### src/rtl/ssm_pkg.sv
`default_nettype none
// ============================================================================
// Module   : ssm_pkg
// Brief    : Shared types and defaults for the SSM tile scheduler: FSM state
//            encoding, N_TILE/N_TOTAL defaults and the tiles-per-group helper.
// Revision : 1.0 - initial release
// ============================================================================
package ssm_pkg;

  localparam int N_TILE_DEF  = 64;
  localparam int N_TOTAL_DEF = 128;

  typedef enum logic [1:0] {
    IDLE  = 2'd0,
    ISSUE = 2'd1,
    DRAIN = 2'd2,
    DONE  = 2'd3
  } sched_state_e;

  // Number of N-tiles needed to cover one (h,p) group: ceil(n_total / n_tile).
  function automatic int tiles_per_group(input int n_total, input int n_tile);
    return (n_total + n_tile - 1) / n_tile;
  endfunction

endpackage
`default_nettype wire

### src/rtl/ssm_tile_sched_if.sv
`default_nettype none
// ============================================================================
// Module   : ssm_tile_sched_if
// Brief    : Control, tile-memory read and SSMBLOCK_TOP strobe bundle of the
//            tile scheduler. "master" is the scheduler view, "slave" the
//            environment (job controller, tile memory, SSM block) view.
// Revision : 1.0 - initial release
// ============================================================================
interface ssm_tile_sched_if #(
  parameter int GW = 12,
  parameter int AW = 16
);

  logic          start_i;
  logic [GW-1:0] num_groups_i;
  logic          busy_o;
  logic          done_o;
  logic          mem_rd_en_o;
  logic [AW-1:0] mem_rd_addr_o;
  logic          tile_valid_o;
  logic          tile_last_o;
  logic          y_valid_i;
  logic          err_o;

  modport master (
    input  start_i, num_groups_i, y_valid_i,
    output busy_o, done_o, mem_rd_en_o, mem_rd_addr_o,
           tile_valid_o, tile_last_o, err_o
  );

  modport slave (
    output start_i, num_groups_i, y_valid_i,
    input  busy_o, done_o, mem_rd_en_o, mem_rd_addr_o,
           tile_valid_o, tile_last_o, err_o
  );

endinterface
`default_nettype wire

### src/rtl/ssm_valid_delay.sv
`default_nettype none
// ============================================================================
// Module   : ssm_valid_delay
// Brief    : RD_LAT-deep {en,last} shift register that lines the tile_valid
//            strobe up with tile-memory read data. empty_o is high when no
//            read is still travelling through the line.
// Revision : 1.0 - initial release
// ============================================================================
module ssm_valid_delay #(
  parameter int RD_LAT = 2
) (
  input  logic clk,
  input  logic rstn,
  input  logic en_i,
  input  logic last_i,
  output logic en_o,
  output logic last_o,
  output logic empty_o
);

  logic [RD_LAT-1:0] en_q, en_d;
  logic [RD_LAT-1:0] last_q, last_d;

  generate
    if (RD_LAT == 1) begin : g_single
      // Single stage: the line is just one register.
      always_comb begin
        en_d   = en_i;
        last_d = last_i;
      end
    end else begin : g_chain
      // Shift the new read in at bit 0; the oldest entry leaves at the top.
      always_comb begin
        en_d   = {en_q[RD_LAT-2:0], en_i};
        last_d = {last_q[RD_LAT-2:0], last_i};
      end
    end
  endgenerate

  // Stage registers; reset drops any reads still in flight.
  always_ff @(posedge clk or negedge rstn) begin
    if (!rstn) begin
      en_q   <= '0;
      last_q <= '0;
    end else begin
      en_q   <= en_d;
      last_q <= last_d;
    end
  end

  assign en_o    = en_q[RD_LAT-1];
  assign last_o  = last_q[RD_LAT-1];
  assign empty_o = ~|en_q;

endmodule
`default_nettype wire

### src/rtl/ssm_tile_sched.sv
`default_nettype none
// ============================================================================
// Module   : ssm_tile_sched
// Brief    : Sequencer in front of SSMBLOCK_TOP. Walks num_groups x
//            TILES_PER_GROUP tiles, issues one tile-memory read per cycle and
//            a tile_valid strobe aligned to the read data. A group credit
//            counter fed by y_valid_i throttles group starts because the
//            datapath has no backpressure.
//            Optional macro SSM_SCHED_PERF_EN adds perf_cycles_o and
//            perf_stall_o counters.
// Revision : 1.0 - initial release
// ============================================================================
module ssm_tile_sched
  import ssm_pkg::*;
#(
  parameter int N_TILE       = N_TILE_DEF,
  parameter int N_TOTAL      = N_TOTAL_DEF,
  parameter int GW           = 12,
  parameter int AW           = 16,
  parameter int RD_LAT       = 2,
  parameter int MAX_INFLIGHT = 4
) (
  input  logic                 clk,
  input  logic                 rstn,
  ssm_tile_sched_if.master     bus
`ifdef SSM_SCHED_PERF_EN
  ,
  output logic [31:0]          perf_cycles_o,
  output logic [31:0]          perf_stall_o
`endif
);

  localparam int TPG = tiles_per_group(N_TOTAL, N_TILE);
  localparam int TW  = (TPG > 1) ? $clog2(TPG) : 1;
  localparam int IW  = $clog2(MAX_INFLIGHT + 1);
  localparam logic [TW-1:0] LAST_TILE  = TW'(TPG - 1);
  localparam logic [IW-1:0] MAX_CREDIT = IW'(MAX_INFLIGHT);

  sched_state_e  state_q, state_d;
  logic [GW-1:0] num_groups_q, num_groups_d;
  logic [GW-1:0] group_idx_q, group_idx_d;
  logic [TW-1:0] tile_idx_q, tile_idx_d;
  logic [IW-1:0] inflight_q, inflight_d;
  logic          err_q, err_d;
  logic          done_q, done_d;

  logic start_ok;
  logic group_start;
  logic stall;
  logic rd_en;
  logic last_tile;
  logic last_group;
  logic credit_inc;
  logic credit_dec;
  logic dly_empty;
  logic dly_valid;
  logic dly_last;

  // Issue qualification: only the first tile of a group waits for credit.
  always_comb begin
    start_ok    = (state_q == IDLE) && bus.start_i;
    group_start = (tile_idx_q == '0);
    stall       = (state_q == ISSUE) && group_start && (inflight_q == MAX_CREDIT);
    rd_en       = (state_q == ISSUE) && !stall;
    last_tile   = (tile_idx_q == LAST_TILE);
    last_group  = (group_idx_q == num_groups_q - GW'(1));
    credit_inc  = rd_en && group_start;
    credit_dec  = bus.y_valid_i && (inflight_q != '0);
  end

  // Next-state, tile/group walk, credit and error flag.
  always_comb begin
    state_d      = state_q;
    num_groups_d = num_groups_q;
    group_idx_d  = group_idx_q;
    tile_idx_d   = tile_idx_q;
    done_d       = 1'b0;
    err_d        = err_q;

    unique case (state_q)
      IDLE: begin
        if (bus.start_i) begin
          num_groups_d = bus.num_groups_i;
          group_idx_d  = '0;
          tile_idx_d   = '0;
          state_d      = (bus.num_groups_i == '0) ? DONE : ISSUE;
        end
      end
      ISSUE: begin
        if (rd_en) begin
          if (last_tile) begin
            tile_idx_d = '0;
            if (last_group) begin
              state_d = DRAIN;
            end else begin
              group_idx_d = group_idx_q + GW'(1);
            end
          end else begin
            tile_idx_d = tile_idx_q + TW'(1);
          end
        end
      end
      DRAIN: begin
        if ((inflight_q == '0) && dly_empty) begin
          state_d = DONE;
        end
      end
      DONE: begin
        state_d = IDLE;
        done_d  = 1'b1;
      end
      default: state_d = IDLE;
    endcase

    // Simultaneous issue and answer cancel; stall guarantees no overflow.
    inflight_d = inflight_q + IW'(credit_inc) - IW'(credit_dec);

    if (start_ok) begin
      err_d = 1'b0;
    end
    // An answer with nothing outstanding is a protocol error.
    if (bus.y_valid_i && (inflight_q == '0)) begin
      err_d = 1'b1;
    end
  end

  // Scheduler state registers.
  always_ff @(posedge clk or negedge rstn) begin
    if (!rstn) begin
      state_q      <= IDLE;
      num_groups_q <= '0;
      group_idx_q  <= '0;
      tile_idx_q   <= '0;
      inflight_q   <= '0;
      err_q        <= 1'b0;
      done_q       <= 1'b0;
    end else begin
      state_q      <= state_d;
      num_groups_q <= num_groups_d;
      group_idx_q  <= group_idx_d;
      tile_idx_q   <= tile_idx_d;
      inflight_q   <= inflight_d;
      err_q        <= err_d;
      done_q       <= done_d;
    end
  end

  ssm_valid_delay #(
    .RD_LAT (RD_LAT)
  ) u_valid_delay (
    .clk     (clk),
    .rstn    (rstn),
    .en_i    (rd_en),
    .last_i  (rd_en && last_tile),
    .en_o    (dly_valid),
    .last_o  (dly_last),
    .empty_o (dly_empty)
  );

  assign bus.busy_o        = (state_q != IDLE);
  assign bus.done_o        = done_q;
  assign bus.err_o         = err_q;
  assign bus.mem_rd_en_o   = rd_en;
  assign bus.mem_rd_addr_o = rd_en ? (AW'(group_idx_q) * AW'(TPG) + AW'(tile_idx_q)) : '0;
  assign bus.tile_valid_o  = dly_valid;
  assign bus.tile_last_o   = dly_last;

`ifdef SSM_SCHED_PERF_EN
  logic [31:0] perf_cycles_q, perf_cycles_d;
  logic [31:0] perf_stall_q, perf_stall_d;

  // Busy and credit-stall cycle counters: clear on start, saturate at all-ones.
  always_comb begin
    perf_cycles_d = perf_cycles_q;
    perf_stall_d  = perf_stall_q;
    if (start_ok) begin
      perf_cycles_d = '0;
      perf_stall_d  = '0;
    end else begin
      if ((state_q != IDLE) && (perf_cycles_q != '1)) begin
        perf_cycles_d = perf_cycles_q + 32'd1;
      end
      if (stall && (perf_stall_q != '1)) begin
        perf_stall_d = perf_stall_q + 32'd1;
      end
    end
  end

  // Performance counter registers.
  always_ff @(posedge clk or negedge rstn) begin
    if (!rstn) begin
      perf_cycles_q <= '0;
      perf_stall_q  <= '0;
    end else begin
      perf_cycles_q <= perf_cycles_d;
      perf_stall_q  <= perf_stall_d;
    end
  end

  assign perf_cycles_o = perf_cycles_q;
  assign perf_stall_o  = perf_stall_q;
`endif

endmodule
`default_nettype wire

### src/flat_wrapper.sv
// flat-port wrapper written by rule: the top's interface ports become plain ports
module ssm_tile_sched_flat import ssm_pkg::*;
#(
  parameter int N_TILE       = N_TILE_DEF,
  parameter int N_TOTAL      = N_TOTAL_DEF,
  parameter int GW           = 12,
  parameter int AW           = 16,
  parameter int RD_LAT       = 2,
  parameter int MAX_INFLIGHT = 4
)
  (clk, rstn, bus_start_i, bus_num_groups_i, bus_y_valid_i, bus_busy_o, bus_done_o, bus_mem_rd_en_o, bus_mem_rd_addr_o, bus_tile_valid_o, bus_tile_last_o, bus_err_o);
  ssm_tile_sched_if #(.GW(GW), .AW(AW)) bus_i ();
  input  logic clk;
  input  logic rstn;
  input wire logic [$bits(bus_i.start_i)-1:0] bus_start_i;
  input wire logic [$bits(bus_i.num_groups_i)-1:0] bus_num_groups_i;
  input wire logic [$bits(bus_i.y_valid_i)-1:0] bus_y_valid_i;
  output wire logic [$bits(bus_i.busy_o)-1:0] bus_busy_o;
  output wire logic [$bits(bus_i.done_o)-1:0] bus_done_o;
  output wire logic [$bits(bus_i.mem_rd_en_o)-1:0] bus_mem_rd_en_o;
  output wire logic [$bits(bus_i.mem_rd_addr_o)-1:0] bus_mem_rd_addr_o;
  output wire logic [$bits(bus_i.tile_valid_o)-1:0] bus_tile_valid_o;
  output wire logic [$bits(bus_i.tile_last_o)-1:0] bus_tile_last_o;
  output wire logic [$bits(bus_i.err_o)-1:0] bus_err_o;
  assign bus_i.start_i = bus_start_i;
  assign bus_i.num_groups_i = bus_num_groups_i;
  assign bus_i.y_valid_i = bus_y_valid_i;
  assign bus_busy_o = bus_i.busy_o;
  assign bus_done_o = bus_i.done_o;
  assign bus_mem_rd_en_o = bus_i.mem_rd_en_o;
  assign bus_mem_rd_addr_o = bus_i.mem_rd_addr_o;
  assign bus_tile_valid_o = bus_i.tile_valid_o;
  assign bus_tile_last_o = bus_i.tile_last_o;
  assign bus_err_o = bus_i.err_o;
  ssm_tile_sched #(.N_TILE(N_TILE), .N_TOTAL(N_TOTAL), .GW(GW), .AW(AW), .RD_LAT(RD_LAT), .MAX_INFLIGHT(MAX_INFLIGHT)) u_core (.clk(clk), .rstn(rstn), .bus(bus_i));
endmodule
### config.mk
export PLATFORM = sky130hd
export DESIGN_NAME = ssm_tile_sched_flat
export DESIGN_NICKNAME = d
export VERILOG_FILES = /design/src/rtl/ssm_pkg.sv /design/src/rtl/ssm_tile_sched_if.sv /design/src/rtl/ssm_valid_delay.sv /design/src/rtl/ssm_tile_sched.sv /design/src/flat_wrapper.sv
export SDC_FILE = /design/constraint.sdc
export NUM_CORES = 1
export LEC_CHECK = 0
export CAP_MARGIN = 20
export CORE_MARGIN = 2
export CORE_UTILIZATION = 45
export CTS_BUF_LIST = sky130_fd_sc_hd__clkbuf_4 sky130_fd_sc_hd__clkbuf_8 sky130_fd_sc_hd__clkbuf_16
export DETAILED_ROUTE_END_ITERATION = 10
export PLACE_DENSITY = 0.78
export SETUP_SLACK_MARGIN = 0.4
export SLEW_MARGIN = 20
export SYNTH_ARGS = -nofsm -noshare
export SYNTH_HDL_FRONTEND = slang
export SYNTH_HIERARCHICAL = 1
export SYNTH_SLANG_ARGS = --single-unit
### constraint.sdc
create_clock -name clk -period 5.19 [get_ports clk]
set_input_delay 0.7785 -clock clk [delete_from_list [all_inputs] [get_ports clk]]
set_output_delay 0.7785 -clock clk [all_outputs]
set_load 0.05 [all_outputs]
# After elaboration in Yosys (flattened, before gate mapping)
# Cells that the tools add are included.
op_classes:
  n_addsub: 6
  n_eq_ne: 11
  muxes: 20
  n_bitwise: 1
  reduce_logical: 23
ops:
  columns: ["operator", "count"]
  rows:
  - ["two-way mux 12 bit", 4]
  - ["one-hot mux 12 bit (2 select lines)", 1]
  - ["two-way mux 16 bit", 1]
  - ["adder 13 x 1 -> 14 bit", 1]
  - ["adder 12 x 1 -> 12 bit (second input constant)", 1]
  - ["== test 12 bit", 1]
  - ["zero test 12 bit", 1]
  - ["two-way mux 2 bit", 6]
  - ["subtractor 12 x 1 -> 12 bit (second input constant)", 1]
  - ["AND reduction 5 bit", 2]
  - ["logical AND 1 bit", 9]
  - ["!= test 2 x 1 -> 1 bit (second input constant)", 4]
  - ["one-hot mux 2 bit (4 select lines)", 1]
  - ["two-way mux 1 bit", 6]
  - ["nonzero test 2 bit", 3]
  - ["== test 2 bit (second input constant)", 2]
  - ["!= test 2 bit (second input constant)", 2]
  - ["adder 3 x 1 -> 3 bit", 1]
  - ["== test 3 bit (second input constant)", 1]
  - ["zero test 3 bit", 1]
  - ["AND reduction 3 bit", 1]
  - ["nonzero test 3 bit", 1]
  - ["subtractor 3 x 1 -> 3 bit", 1]
  - ["== test 2 x 1 -> 1 bit (second input constant)", 1]
  - ["other kinds (7)", 8]
word_totals:
  reg_bits: 36
  in_bits: 16
  output_inout_bits: 22
  wordCells: 70

# Depth between registers and ports, before layout
depth:
  ltp_word: 8
  mapped_depth: 11
  ltp_nobuf: 10

# Hierarchy
# The synthesis kept the hierarchy.
modules_own_cells:
  columns: ["mod", "instances", "cells_each", "area_per_inst_um2", "seq_area_each_um2"]
  rows:
  - ["ssm_tile_sched", 1, 233, 2243.4, 800.8]
  - ["ssm_valid_delay", 1, 5, 103.8, 100.1]

# Worst setup path before layout
# OpenSTA, ideal clock, no wires.
synth_timing:
  path_kind: "register -> output"
  from: "register u_core.state_q[1]"
  to: "output port bus_mem_rd_addr_o[10]"
  arrival_time_ps: 2421
  required_time_ps: 4411
  slack_ps: 1990
  stages_incl_launch_ff: 8
  n_path_buf: 2
  path_cell_list: "dfrtp_1 > inv_1 > ha_1 > clkbuf_1 > inv_1 > a31oi_1 > clkbuf_1 > and2_1"
synth_via:
  elab_chain_cells: 6
synth_rtl:
  columns: ["element", "line_no", "source"]
  rows:
  - ["start, declared", "ssm_tile_sched.sv:39", "sched_state_e state_q, state_d;"]
  - ["start signal, assigned", "ssm_tile_sched.sv:138", "state_q <= state_d;"]
  - ["== test 2 x 1 -> 1 bit (*)", "ssm_tile_sched.sv:63, ssm_tile_sched.sv:64", null]
  - ["logical AND 1 bit (2 in series)", "ssm_tile_sched.sv:63", "stall = (state_q == ISSUE) && group_start && (inflight_q == MAX_CREDIT);"]
  - ["zero test 1 bit", "ssm_tile_sched.sv:64", "rd_en = (state_q == ISSUE) && !stall;"]
  - ["logical AND 1 bit (*)", "ssm_tile_sched.sv:64", null]
  - ["via bus_mem_rd_en_o", "flat_wrapper.sv:20", "output wire logic [$bits(bus_i.mem_rd_en_o)-1:0] bus_mem_rd_en_o;"]
  - ["two-way mux 16 bit (*)", "ssm_tile_sched.sv:164", "assign bus.mem_rd_addr_o = rd_en ? (AW'(group_idx_q) * AW'(TPG) + AW'(tile_idx_q)) : '0;"]
  - ["end, declared", "flat_wrapper.sv:21", "output wire logic [$bits(bus_i.mem_rd_addr_o)-1:0] bus_mem_rd_addr_o;"]
# The timed path passes the listed nets; every way through them passes the cells marked *.

# Final worst setup path
layout_timing:
  from: "register u_core.state_q[1]"
  to: "output port bus_mem_rd_addr_o[6]"
layout_via:
  elab_chain_cells: 6
layout_rtl:
  columns: ["element", "line_no"]
  rows:
  - ["== test 2 x 1 -> 1 bit (*)", "ssm_tile_sched.sv:63, ssm_tile_sched.sv:64"]
  - ["logical AND 1 bit (2 in series)", "ssm_tile_sched.sv:63"]
  - ["zero test 1 bit", "ssm_tile_sched.sv:64"]
  - ["logical AND 1 bit (*)", "ssm_tile_sched.sv:64"]
  - ["two-way mux 16 bit (*)", "ssm_tile_sched.sv:164"]
# Mark *: on every way between the ends. The rest lies on a longest branch, timed or not.

==> summary.txt <==
Synth
  • Count of different cell masters after synthesis: 49
  • Sequential area share after synthesis: 38.38%
  • Synth warnings: 6
  • Avg Cell Area, Syn: slightly below 10 µm²
  • Post-synth top area cell: dfrtp_1
  • Post-synth EDFFs: 0
  • Syn Inst Count: 238
  • Top post-synthesis cells by area: dfrtp_1, mux2_2, nand2_1
  • Post-synth top area share: 38.38%
  • Main synth FF type: dfrtp_1
  • Synth Register Bits: 36
  • Synthesized area: 2347 µm²
  • Async SR Flop Fraction: 100.0%

Pwr
  • Power share of the sequential group: 37.2%
  • Comb power frac: 44.9%
  • Leakage: 1.284 nW
  • PwrDens: about 400 nW/µm²
  • P_sw: 490.9 µW
  • Power, Total: 1.139 mW
  • Sw Ratio: 43.08%
  • Clk pwr share: between 15 and 20%
  • VDD IR max: ~0.15 mV
  • Internal Power: around 650 µW

Worst setup path
  • CP Capture Type: primary output
  • Critical Path Max Stage Delay: roughly 800 ps
  • Worst EP arrival: between 2000 and 3000 ps
  • Crit-path most repeated cell: inv_1
  • Critical-path cell with the highest stage delay: clkdlybuf4s50_1
  • WS Path Type: register to primary output
  • Startpoint Class: register
  • CP max FO: 15
  • CP required: roughly 4400 ps
  • Cell Chain, Critical Path: inv_1 > ha_1 > inv_1 > a31oi_2 > and2_1 > clkdlybuf4s50_1

Clock tree
  • Setup Fix Bufs, Post-CTS: 0
  • Hold_buf cts: 0
  • Clk_lat worst skew: between 200 and 300 ps
  • Post-cts gate resize count: 0
  • Root Driver: clkbuf_8
  • Clock slew at reported path FFs: 70 ps
  • CTS buffer count: 5
  • CTS tree: built
  • TritonCTS Sinks: 36
  • H-tree levels: 2
  • CTS max path bufs: 2

Cells and area
  • Area growth syn-to-layout: 20.10%
  • Ant diodes: 0
  • Number of nets in the layout: 297
  • Commonest non-fill, non-tap cell in the layout: dfrtp_1
  • Most frequent cells in the layout: dfrtp_1, clkdlybuf4s50_1, nand2_1
  • Layout cells sized above 1: 12.50%
  • FILL cells: 469
  • Non-Filler Instances: 342
  • FF/Latch Area: 900.9 µm²
  • Multi-input gate area: 1345 µm²

Timing
  • Minimum clock period: roughly 3700 ps
  • Slew headroom: 57.41%
  • Hold Fails Final Rpt: 0
  • Final setup vio count: 0
  • Slew @ Worst Pin: 637.4 ps
  • Setup TNS: 0 ps
  • Fin. max-slew vios: 0
  • Setup WS post-layout: 1493 ps
  • F_max: ~0.27 GHz
  • RSZ-0062 raised after global routing: no
  • Worst Hold Margin: 374.9 ps
  • Post-route clock skew: 4.965 ps
  • Period utilisation layout: 71.24%

Placed design
  • Dpl ws: approximately 1500 ps
  • Gpl congestion: around 0.81
  • Placed cell count: approximately 330
  • Dpl hpwl: 3557 µm
  • IO buf count: 34

Global route
  • Largest net degree at the start of global routing: 37
  • GR Util All Layers: 17.41%
  • Total gr overflow: 0
  • Antenna violations before repair: 0
  • Vias in the first global route: roughly 1700
  • First-pass GRT wire length: 8107 µm

Floorplanning
  • Core footprint: 5075 µm²
  • Die H: 76.22 µm
  • Std-Cell Rows: 26
  • Die W: 76.22 µm
  • I/O pin total: 38
  • Die area: around 5800 µm²
  • Initial Utilization: 46.25%

Status
  • Status: finished clean

Routing
  • Final wirelength: 4697 µm
  • WL/cell: 13.73 µm
  • Via count: 1804
  • Vias per inst: 5.275
  • Initial DRT Pass Iterations: 4
  • DRC: 0
  • Post-route ant nets: 0
  • Iteration-0 DRC Markers: 115

Flow run
  • Max-Cap Viols: 0

Min path
  • Hold Path Class: register to register
## per-stage QoR
step | utilization, % | instance area [µm²]
final | 55.55 | 2819
after global routing | 55.55 | 2819
after CTS | 55.42 | 2813
after detailed placement | 53.60 | 2720
after global placement | 53.60 | 2720
after floorplan | - | 2355
## cell families (layout without fill, tap and decap cells)
family                     count (synthesis)  in the layout  share of synthesized area (%)
and+or+nand+nor                           92             92                          22.49
AOI/OAI and AO/OA                         39             39                          12.53
DFF                                       36             36                          38.38
xor gates and xnor gates                  14             14                          5.224
other                                      1              3                         0.1598
adders and majority gates                 10             10                          5.650
buffers and inverters                     23             55                          4.904
muxes                                     23             23                          10.66
## critical path, delay by kind of cell (launching register included)
family	cells	cell delay, ps
compound gates	1	540
fa+ha+maj	1	380
buf+inv	3	1090
flops	1	400
simple gates	1	230
## worst paths after layout
| check | start | to | slack, ps | cells past startpoint |
|---|---|---|---|---|
| max | u_core/state_q[1]$_DFFE_PN0P_ | bus_mem_rd_addr_o[6] | 1490 | 6 |
| min | u_core/u_valid_delay/last_q[0]$_DFF_PN0_ | u_core/u_valid_delay/last_q[1]$_DFF_PN0_ | 370 | 0 |
| max reg2reg | u_core/num_groups_q[0]$_DFFE_PN0P_ | u_core/state_q[0]$_DFFE_PN0P_ | 2470 | 8 |
| min reg2reg | u_core/u_valid_delay/last_q[0]$_DFF_PN0_ | u_core/u_valid_delay/last_q[1]$_DFF_PN0_ | 370 | 0 |
| max in group asynchronous | rstn | u_core/group_idx_q[2]$_DFFE_PN0P_ | 3950 | 2 |
| min in group asynchronous | rstn | u_core/state_q[0]$_DFFE_PN0P_ | 910 | 2 |
## power groups by stage
stage               Clock (mW)  Combinational, mW  Sequential [mW]
detailed placement           0              0.514            0.427
finish                   0.204              0.512            0.424
global placement             0              0.504            0.424
floorplan                    0              0.356            0.433
CTS                      0.211              0.514            0.422
global route             0.226              0.555            0.436
## state kept, by name, summed over array words and instances (netlist names)
signal                       count
u_core/bus.done_o                1
u_core/bus.err_o                 1
u_core/group_idx_q              12
u_core/inflight_q                3
u_core/last_tile                 1
u_core/num_groups_q             12
u_core/state_q                   2
u_core/u_valid_delay/en_q        2
u_core/u_valid_delay/last_q      2
## synth_stat cells, types with 5 or more instances
| master | count |
|---|---|
| mux2i_1 | 10 |
| nand4_1 | 6 |
| xor2_1 | 8 |
| nand2_1 | 31 |
| ha_1 | 9 |
| nor2b_1 | 5 |
| xnor2_1 | 6 |
| clkbuf_1 | 6 |
| inv_1 | 12 |
| and2_1 | 12 |
| a31oi_1 | 5 |
| mux2_2 | 12 |
| nor2_1 | 9 |
| a21oi_1 | 10 |
| nand3_1 | 5 |
| nand2b_1 | 7 |
| dfrtp_1 | 36 |
## routing by layer
metal / vias to the layer above / wire length, µm / global-route usage (%)
met5: - / 0 / 0
li1: 904 / - / -
met3: 5 / 209 / 4.265
met2: 44 / 2238 / 28.50
met1: 851 / 2199 / 22.57
met4: 0 / 50 / 6.000
## final cells by class
type / instances / share of cell area [%]
multi-input cells: 181 / 47.71
flip-flops and latches: 36 / 31.96
repair buffers: 35 / 12.34
well taps: 70 / 3.107
clock buffers: 6 / 2.929
inverters: 12 / 1.598
clock inverters: 2 / 0.3551
Power figures use the tool's default switching activity.
